[config.mk]
export PLATFORM = sky130hd
export DESIGN_NAME = uart_rx_deserializer
export DESIGN_NICKNAME = d
export VERILOG_FILES = /design/src/rtl/uart_rx_deserializer_pkg.sv /design/src/rtl/uart_rx_deserializer_bit_timer.sv /design/src/rtl/uart_rx_deserializer.sv
export SDC_FILE = /design/constraint.sdc
export NUM_CORES = 1
export LEC_CHECK = 0
export CAP_MARGIN = 30
export CORE_MARGIN = 2
export CORE_UTILIZATION = 52
export CTS_CLUSTER_DIAMETER = 50
export DETAILED_ROUTE_END_ITERATION = 16
export PLACE_DENSITY = 0.84
export SYNTH_ARGS = -nofsm -noshare
export SYNTH_HDL_FRONTEND = slang
export SYNTH_SLANG_ARGS = --single-unit
[constraint.sdc]
create_clock -name clkIn -period 3.2 [get_ports clkIn]
set_input_delay 0.32 -clock clkIn [delete_from_list [all_inputs] [get_ports clkIn]]
set_output_delay 0.32 -clock clkIn [all_outputs]
set_load 0.05 [all_outputs]
[src/rtl/uart_rx_deserializer_pkg.sv]
// Shared types and constants for the UART receive path.
package uart_pkg;

    // Receiver sequencing states
    typedef enum logic [2:0] {
        IDLE,
        START,
        DATA,
        STOP,
        BREAK
    } uart_rx_state_t;

    // Payload width of an 8N1 frame
    localparam int unsigned UART_DATA_BITS = 8;

endpackage : uart_pkg

[src/rtl/uart_rx_deserializer_bit_timer.sv]
// Bit-period timer for the UART receiver.
// Counts clkIn cycles and emits a one-cycle sample strobe either at the
// half-bit point (start-bit centring) or at the end of a full bit period.
// The count restarts after every strobe, so consecutive data bits are
// sampled exactly one bit period apart without outside help.
module uart_bit_timer
    import uart_pkg::*;
#(
    parameter int unsigned CLKS_PER_BIT = 434
) (
    input  logic clkIn,
    input  logic nResetIn,
    input  logic clearIn,
    input  logic halfSelIn,
    output logic strobeOut
);

    localparam int unsigned HALF_BIT = CLKS_PER_BIT / 2;
    localparam int unsigned CNT_W    = $clog2(CLKS_PER_BIT);

    localparam logic [CNT_W-1:0] FULL_LAST = CNT_W'(CLKS_PER_BIT - 1);
    localparam logic [CNT_W-1:0] HALF_LAST = CNT_W'(HALF_BIT - 1);

    generate
        if (CLKS_PER_BIT < 4) begin : gBadClksPerBit
            $error("uart_bit_timer: CLKS_PER_BIT must be at least 4");
        end
    endgenerate

    logic [CNT_W-1:0] cnt;
    logic [CNT_W-1:0] lastCnt;

    assign lastCnt   = halfSelIn ? HALF_LAST : FULL_LAST;
    assign strobeOut = !clearIn && (cnt == lastCnt);

    // Cycle counter: held at zero while cleared, wraps after each strobe
    always_ff @(posedge clkIn or negedge nResetIn) begin
        if (!nResetIn) begin
            cnt <= '0;
        end else if (clearIn || strobeOut) begin
            cnt <= '0;
        end else begin
            cnt <= cnt + 1'b1;
        end
    end

endmodule : uart_bit_timer

[src/rtl/uart_rx_deserializer.sv]
// 8N1 UART receiver fed by the majority-filtered rx line.
// Emits each correctly framed byte as a one-cycle validOut pulse with the
// byte on dataOut; a zero stop bit gives a one-cycle frameErrOut pulse and
// the receiver then waits for the line to go high again so that a held-low
// (break) line cannot produce a stream of bogus frames.
module uart_rx_deserializer
    import uart_pkg::*;
#(
    parameter int unsigned CLKS_PER_BIT = 434
) (
    input  logic                      clkIn,
    input  logic                      nResetIn,
    input  logic                      rxIn,
    output logic [UART_DATA_BITS-1:0] dataOut,
    output logic                      validOut,
    output logic                      frameErrOut,
    output logic                      busyOut
);

    localparam int unsigned BIT_IDX_W = $clog2(UART_DATA_BITS);
    localparam logic [BIT_IDX_W-1:0] LAST_BIT = BIT_IDX_W'(UART_DATA_BITS - 1);

    generate
        if (CLKS_PER_BIT < 4) begin : gBadClksPerBit
            $error("uart_rx_deserializer: CLKS_PER_BIT must be at least 4");
        end
    endgenerate

    uart_rx_state_t            state;
    logic [BIT_IDX_W-1:0]      bitIdx;
    logic [UART_DATA_BITS-1:0] shiftReg;

    logic timerClear;
    logic timerHalf;
    logic sampleStrobe;

    // The timer is parked in the states that wait on the line itself; every
    // other state change happens on a strobe, which also restarts the count.
    assign timerClear = (state == IDLE) || (state == BREAK);
    assign timerHalf  = (state == START);
    assign busyOut    = (state != IDLE);

    uart_bit_timer #(
        .CLKS_PER_BIT(CLKS_PER_BIT)
    ) bitTimer (
        .clkIn    (clkIn),
        .nResetIn (nResetIn),
        .clearIn  (timerClear),
        .halfSelIn(timerHalf),
        .strobeOut(sampleStrobe)
    );

    // Frame sequencer with shift register and registered output pulses
    always_ff @(posedge clkIn or negedge nResetIn) begin
        if (!nResetIn) begin
            state       <= IDLE;
            bitIdx      <= '0;
            shiftReg    <= '0;
            dataOut     <= '0;
            validOut    <= 1'b0;
            frameErrOut <= 1'b0;
        end else begin
            validOut    <= 1'b0;
            frameErrOut <= 1'b0;
            unique case (state)
                IDLE: begin
                    if (!rxIn) begin
                        state <= START;
                    end
                end
                START: begin
                    if (sampleStrobe) begin
                        if (!rxIn) begin
                            state  <= DATA;
                            bitIdx <= '0;
                        end else begin
                            // Line back high at mid start bit: glitch, drop it
                            state <= IDLE;
                        end
                    end
                end
                DATA: begin
                    if (sampleStrobe) begin
                        shiftReg <= {rxIn, shiftReg[UART_DATA_BITS-1:1]};
                        bitIdx   <= bitIdx + 1'b1;
                        if (bitIdx == LAST_BIT) begin
                            state <= STOP;
                        end
                    end
                end
                STOP: begin
                    if (sampleStrobe) begin
                        if (rxIn) begin
                            dataOut  <= shiftReg;
                            validOut <= 1'b1;
                            state    <= IDLE;
                        end else begin
                            frameErrOut <= 1'b1;
                            state       <= BREAK;
                        end
                    end
                end
                BREAK: begin
                    if (rxIn) begin
                        state <= IDLE;
                    end
                end
                default: begin
                    state <= IDLE;
                end
            endcase
        end
    end

endmodule : uart_rx_deserializer

==> results of run 1 <==
-- worst paths after layout --
path                            startpoint  depth (start not counted)  slack (ps)     endpoint
max                               state[1]                          2         880      busyOut
min                               nResetIn                          2         370   dataOut[3]
max reg2reg                bitTimer.cnt[2]                          4        1280  shiftReg[5]
min reg2reg                     dataOut[1]                          1         500   dataOut[1]
max in group asynchronous         nResetIn                          2        2540    bitIdx[2]
min in group clkIn              dataOut[1]                          1         500   dataOut[1]
-- power groups by stage --
stage / Sequential [W] / Combinational (W) / Clock, W
after CTS: 0.000522 / 0.000121 / 0.000276
final: 0.000523 / 0.000118 / 0.000267
after global routing: 0.000531 / 0.000137 / 0.000288
after global placement: 0.000523 / 0.000112 / 0
after floorplan: 0.000508 / 0.0000969 / 0
after detailed placement: 0.000529 / 0.000119 / 0
-- flip-flops by register name (all words and copies together) (netlist names) --
signal / count
shiftReg: 8
frameErrOut: 1
state: 3
dataOut: 8
bitIdx: 3
bitTimer.cnt: 9
validOut: 1
-- synth_stat cells (all sizes together), types with 3 or more instances --
cell type and n:
mux2 18, nand2 3, and4 3, xor2 6
inv 4, nor2 13, buf 4, nand3 5
dfrtp 33, ha 3, nand4 3
-- logic make-up after synthesis --
kind of cell | synth area share [%]
AO/OA/AOI/OAI | 5.89
XOR/XNOR | 3.95
adder cells (fa/ha/maj) | 2.42
buffers and inverters | 4.11
flip-flops | 53.2
multiplexers | 14.8
AND/OR/NAND/NOR | 15.6
-- final cells by class --
class,count,area share [%]
Clock inverter,1,0.286
Sequential cell,33,47.2
Timing Repair Buffer,14,7.87
Inverter,4,0.858
Tap cell,31,2.22
Clock buffer,7,3.72
Multi-Input combinational cell,76,37.8
-- layout by cell type, fill, tap and decap left out, types with 3 or more instances in the layout --
master / n
clkbuf_4: 5
inv_1: 4
dfrtp_1: 33
nand2_1: 3
xor2_1: 6
clkdlybuf4s50_1: 13
nor2_1: 13
mux2_2: 3
ha_1: 3
mux2_1: 8
nand3_1: 5
mux2_4: 7
-- per-layer routing --
metal	routed length (um)	share of wire (%)
met2	1230	49
met5	0	0
met3	118	4.7
met4	56	2.2
met1	1110	44
-- metrics by stage --
stage	total power [W]	std cells
3_3_place_gp	0.000636	158
3_5_place_dp	0.000648	158
5_1_grt	0.000956	166
6_report	0.000909	166
2_1_floorplan	0.000605	119
4_1_cts	0.000918	166
==> impl_metrics.tcl, run 1 <==
set metrics [dict create \
    grt_pass1_vias 988 \
    final_util_pct 62.4 \
    fin_ws_ps 876 \
    overflow 0 \
    yosysTopAreaCellShare_pct 53.2 \
    grt_util_met2_pct 30.3 \
    syn_nets 125 \
    fin_setup_tns_ps 0 \
    setup_violations 0 \
    insertion_delay_ps 340 \
    ctsResizeCount 0 \
    start_kind "flop" \
    postSynthCellCount 119 \
    gr-usage-met3_pct 6.59 \
    drtAntennaViolNets 0 \
    yosysTopAreaCell "dfrtp_1" \
    post-route-cell-area_um2 1750 \
    root_buffer "clkbuf_4" \
    min_period_over_period_pct 72.6 \
    multi_input_area_um2 662 \
    layout.area.seq_um2 826 \
    die_w_um 58.6 \
    nFillCells 218 \
    avgSynthCellArea_um2 13.0 \
    cts_setup_buffers 0 \
    finalNetCount 140 \
    io_buffers 13 \
    worst-setup-path-type "reg -> out" \
    fmax_mhz 430 \
    violations "DRC" \
    ys_async_sr_fraction_pct 100 \
    worst_slew_pin_slew_ps 503 \
    cts.sinks 33 \
    met1_usage_pct 19.3 \
    leakagePower_nw 0.850 \
    yosys-top-cells-area "dfrtp_1 (53%), mux2_4 (6.8%), mux2_1 (5.8%)" \
    grt-busiest-layer "met2" \
    hold_class "in -> async" \
    hold_slack_ps 370 \
    crit_required_ps 2880 \
    dr.pass1.iters 10 \
    slew_viol_final 0 \
    initialDrtViolationCount 36 \
    intPower_w 0.000648 \
    cp_slowest_cell "clkdlybuf4s50_1" \
    endpoint_kind "output pin" \
    ctsHoldBuffers 0 \
    pin_count 14 \
    crit_buf_inv 1 \
    p_seq_share_pct 57.6 \
    place_ws_ps 1260 \
    clockBufferDepth 2 \
    synthesis.area_um2 1550 \
    fp-row-count 19 \
    cts-htree-levels 2 \
    clock_skew_ps 7.50 \
    drv_cap 0 \
    period_minus_slack_ps 2320 \
    dieArea_um2 3440 \
    synth.distinct_cells 35 \
    coreArea_um2 2810 \
    cts_tree "done" \
    path_max_fanout 16 \
    wire_per_inst_um 15.2 \
    p_sw_share_pct 28.7 \
    crit_chain "or3_1, clkdlybuf4s50_1" \
    finalWirelength_mm 2.52 \
    placed_cell_area_um2 1680 \
    drive_gt1_share_pct 17.0 \
    via_per_inst 5.83 \
    drc_errors 2 \
    hold_violations 0 \
    synth_edf_count 0 \
    crit_family "buffers and inverters" \
    grt_util_all_layers_pct 17.7 \
    area_growth_syn_to_layout_pct 12.7 \
    rsz0062_at_grt "false" \
    dp_hpwl_mm 1.74 \
    run_status "finished with violations" \
    gp_congestion 0.798 \
    clkSlewWorstSetupHoldPaths_ps 100 \
    grt_pass1_wl_mm 4.39 \
    start_util_pct 55.3 \
    numCtsBuffers 5 \
    yosys_warnings 0 \
    antenna_found_initial 0 \
    crit_arrival_ps 2000 \
    power.density_nw_per_um2 520 \
    synth_flop_cell "dfrtp_1" \
    relSlewSlack_pct 66.4 \
    n_antenna_cell 0 \
    grt_max_degree 34 \
    cpPeakStageDelay_ps 710 \
    ir_drop_uv 264 \
    p_comb_share_pct 13.0 \
    clockPowerShare_pct 29.4 \
    die-height_um 58.6 \
    ys_ff_latch 33 \
    p_sw_w 0.000261 \
    dr_total_vias 967 \
    synth_seq_area_share_pct 53.2 \
]
(Power assumes the default switching activity.)
==> inputs of run 2 (changes only) <==
==> constraint.sdc (replaced) <==
create_clock -name clkIn -period 2.37 [get_ports clkIn]
set_input_delay 0.237 -clock clkIn [delete_from_list [all_inputs] [get_ports clkIn]]
set_output_delay 0.237 -clock clkIn [all_outputs]
set_load 0.05 [all_outputs]
==> impl_metrics.tcl, run 2 (synthesized netlist as in run 1, its figures left out) <==
set metrics [dict create \
    run_status "finished with violations" \
    violations "DRC" \
    hold_violations 0 \
    ir_drop_uv 357 \
    layout_commonest_cell "dfrtp_1" \
    numCtsBuffers 5 \
    slew_viol_final 0 \
    rsz0062_at_grt "false" \
    placed_cells 158 \
    crit_arrival_ps 1970 \
    final_cell_mix "dfrtp_1 (33), nor2_1 (13), clkdlybuf4s50_1 (13)" \
    start_kind "flop" \
    io_buffers 13 \
    gp_congestion 0.783 \
    drv_cap 0 \
    power.density_nw_per_um2 672 \
    hold_class "in -> async" \
    finalNetCount 140 \
    via_per_inst 5.87 \
    worst-setup-path-type "reg -> out" \
    finalWirelength_mm 2.52 \
    initialDrtViolationCount 68 \
    multi_input_area_um2 662 \
    worst_slew_pin_slew_ps 498 \
    drive_gt1_share_pct 15.7 \
    area_growth_syn_to_layout_pct 11.8 \
    dr_total_vias 968 \
    largest_reg_flops 9 \
    drc_errors 2 \
    die_w_um 58.6 \
    dr.pass1.iters 10 \
    grt_pass1_vias 950 \
    path_max_fanout 16 \
    largestRegisters "bitTimer.cnt: 9 flops, dataOut: 8 flops, shiftReg: 8 flops" \
    start_util_pct 55.3 \
    dieArea_um2 3440 \
    clkSlewWorstSetupHoldPaths_ps 90 \
    layout.area.seq_um2 826 \
    grt_util_all_layers_pct 16.9 \
    grt_max_degree 34 \
    pin_count 14 \
    leakagePower_nw 0.840 \
    cts.sinks 33 \
    endpoint_kind "output pin" \
    grt_pass1_wl_mm 4.28 \
    overflow 0 \
    n_antenna_cell 0 \
    die-height_um 58.6 \
    nFillCells 211 \
    ctsHoldBuffers 0 \
    coreArea_um2 2810 \
    insertion_delay_ps 320 \
    fin_setup_tns_ps 0 \
    setup_violations 0 \
    largest-register "bitTimer.cnt" \
    ctsResizeCount 0 \
    fmax_mhz 453 \
    fp-row-count 19 \
    wire_per_inst_um 15.2 \
    min_period_over_period_pct 93.2 \
    cts-htree-levels 2 \
    hold_slack_ps 312 \
    root_buffer "clkbuf_4" \
    cts_tree "done" \
    clock_skew_ps 6.18 \
    clockBufferDepth 2 \
    cts_setup_buffers 0 \
    period_minus_slack_ps 2210 \
    drtAntennaViolNets 0 \
    crit_required_ps 2130 \
    dp_hpwl_mm 1.83 \
    final_cell_count_no_fill 165 \
    relSlewSlack_pct 66.7 \
    antenna_found_initial 0 \
]
## run 2: cell count changes in the layout (fill, tap and decap cells not counted), sizes merged
cell    previous run  this run
clkinv             1         0
## run 2: layout make-up
class	count	share of cell area (%)
clock buffers	7	3.17
multi-input cells	76	38.2
flip-flops and latches	33	47.6
well taps	31	2.24
inverters	4	0.866
repair buffers	14	7.94
## run 2: critical path, stage by stage, from the launching register on
cell	delay, ps
dfrtp_1	560
or3_1	380
clkdlybuf4s50_1	700
## run 2: layer usage
metal	up-vias	share of wire, %	global-route usage (%)
li1	459	-	-
met1	474	44	21.4
met2	32	49	26.6
met3	3	5.6	5.27
met4	0	1.0	7.79
met5	-	0	0
## run 2: where the power goes
group / switching [W] / internal, W
clock network: 0.000167 / 0.000140
logic: 0.0000779 / 0.0000809
registers: 0.0000782 / 0.000621
total: 0.000323 / 0.000842
## run 2: path summary, 6_finish.rpt
check / from / to / slack [ps] / depth (start not counted)
max: state[1] / busyOut / 160 / 2
min: nResetIn / dataOut[3] / 310 / 2
max reg2reg: bitTimer.cnt[2] / shiftReg[5] / 470 / 4
min reg2reg: dataOut[4] / dataOut[4] / 500 / 1
max in group asynchronous: nResetIn / bitIdx[2] / 1770 / 2
min in group clkIn: dataOut[4] / dataOut[4] / 500 / 1
## run 2: per-stage QoR
step	setup WS (ps)	util, %	instance area (um^2)	total power (W)
final	162	61.8	1730	0.00116
after global routing	79.5	61.8	1730	0.00123
after CTS	155	61.8	1730	0.00118
after detailed placement	487	59.9	1680	0.000871
after global placement	548	59.9	1680	0.000859
after floorplan	541	-	1550	0.000817
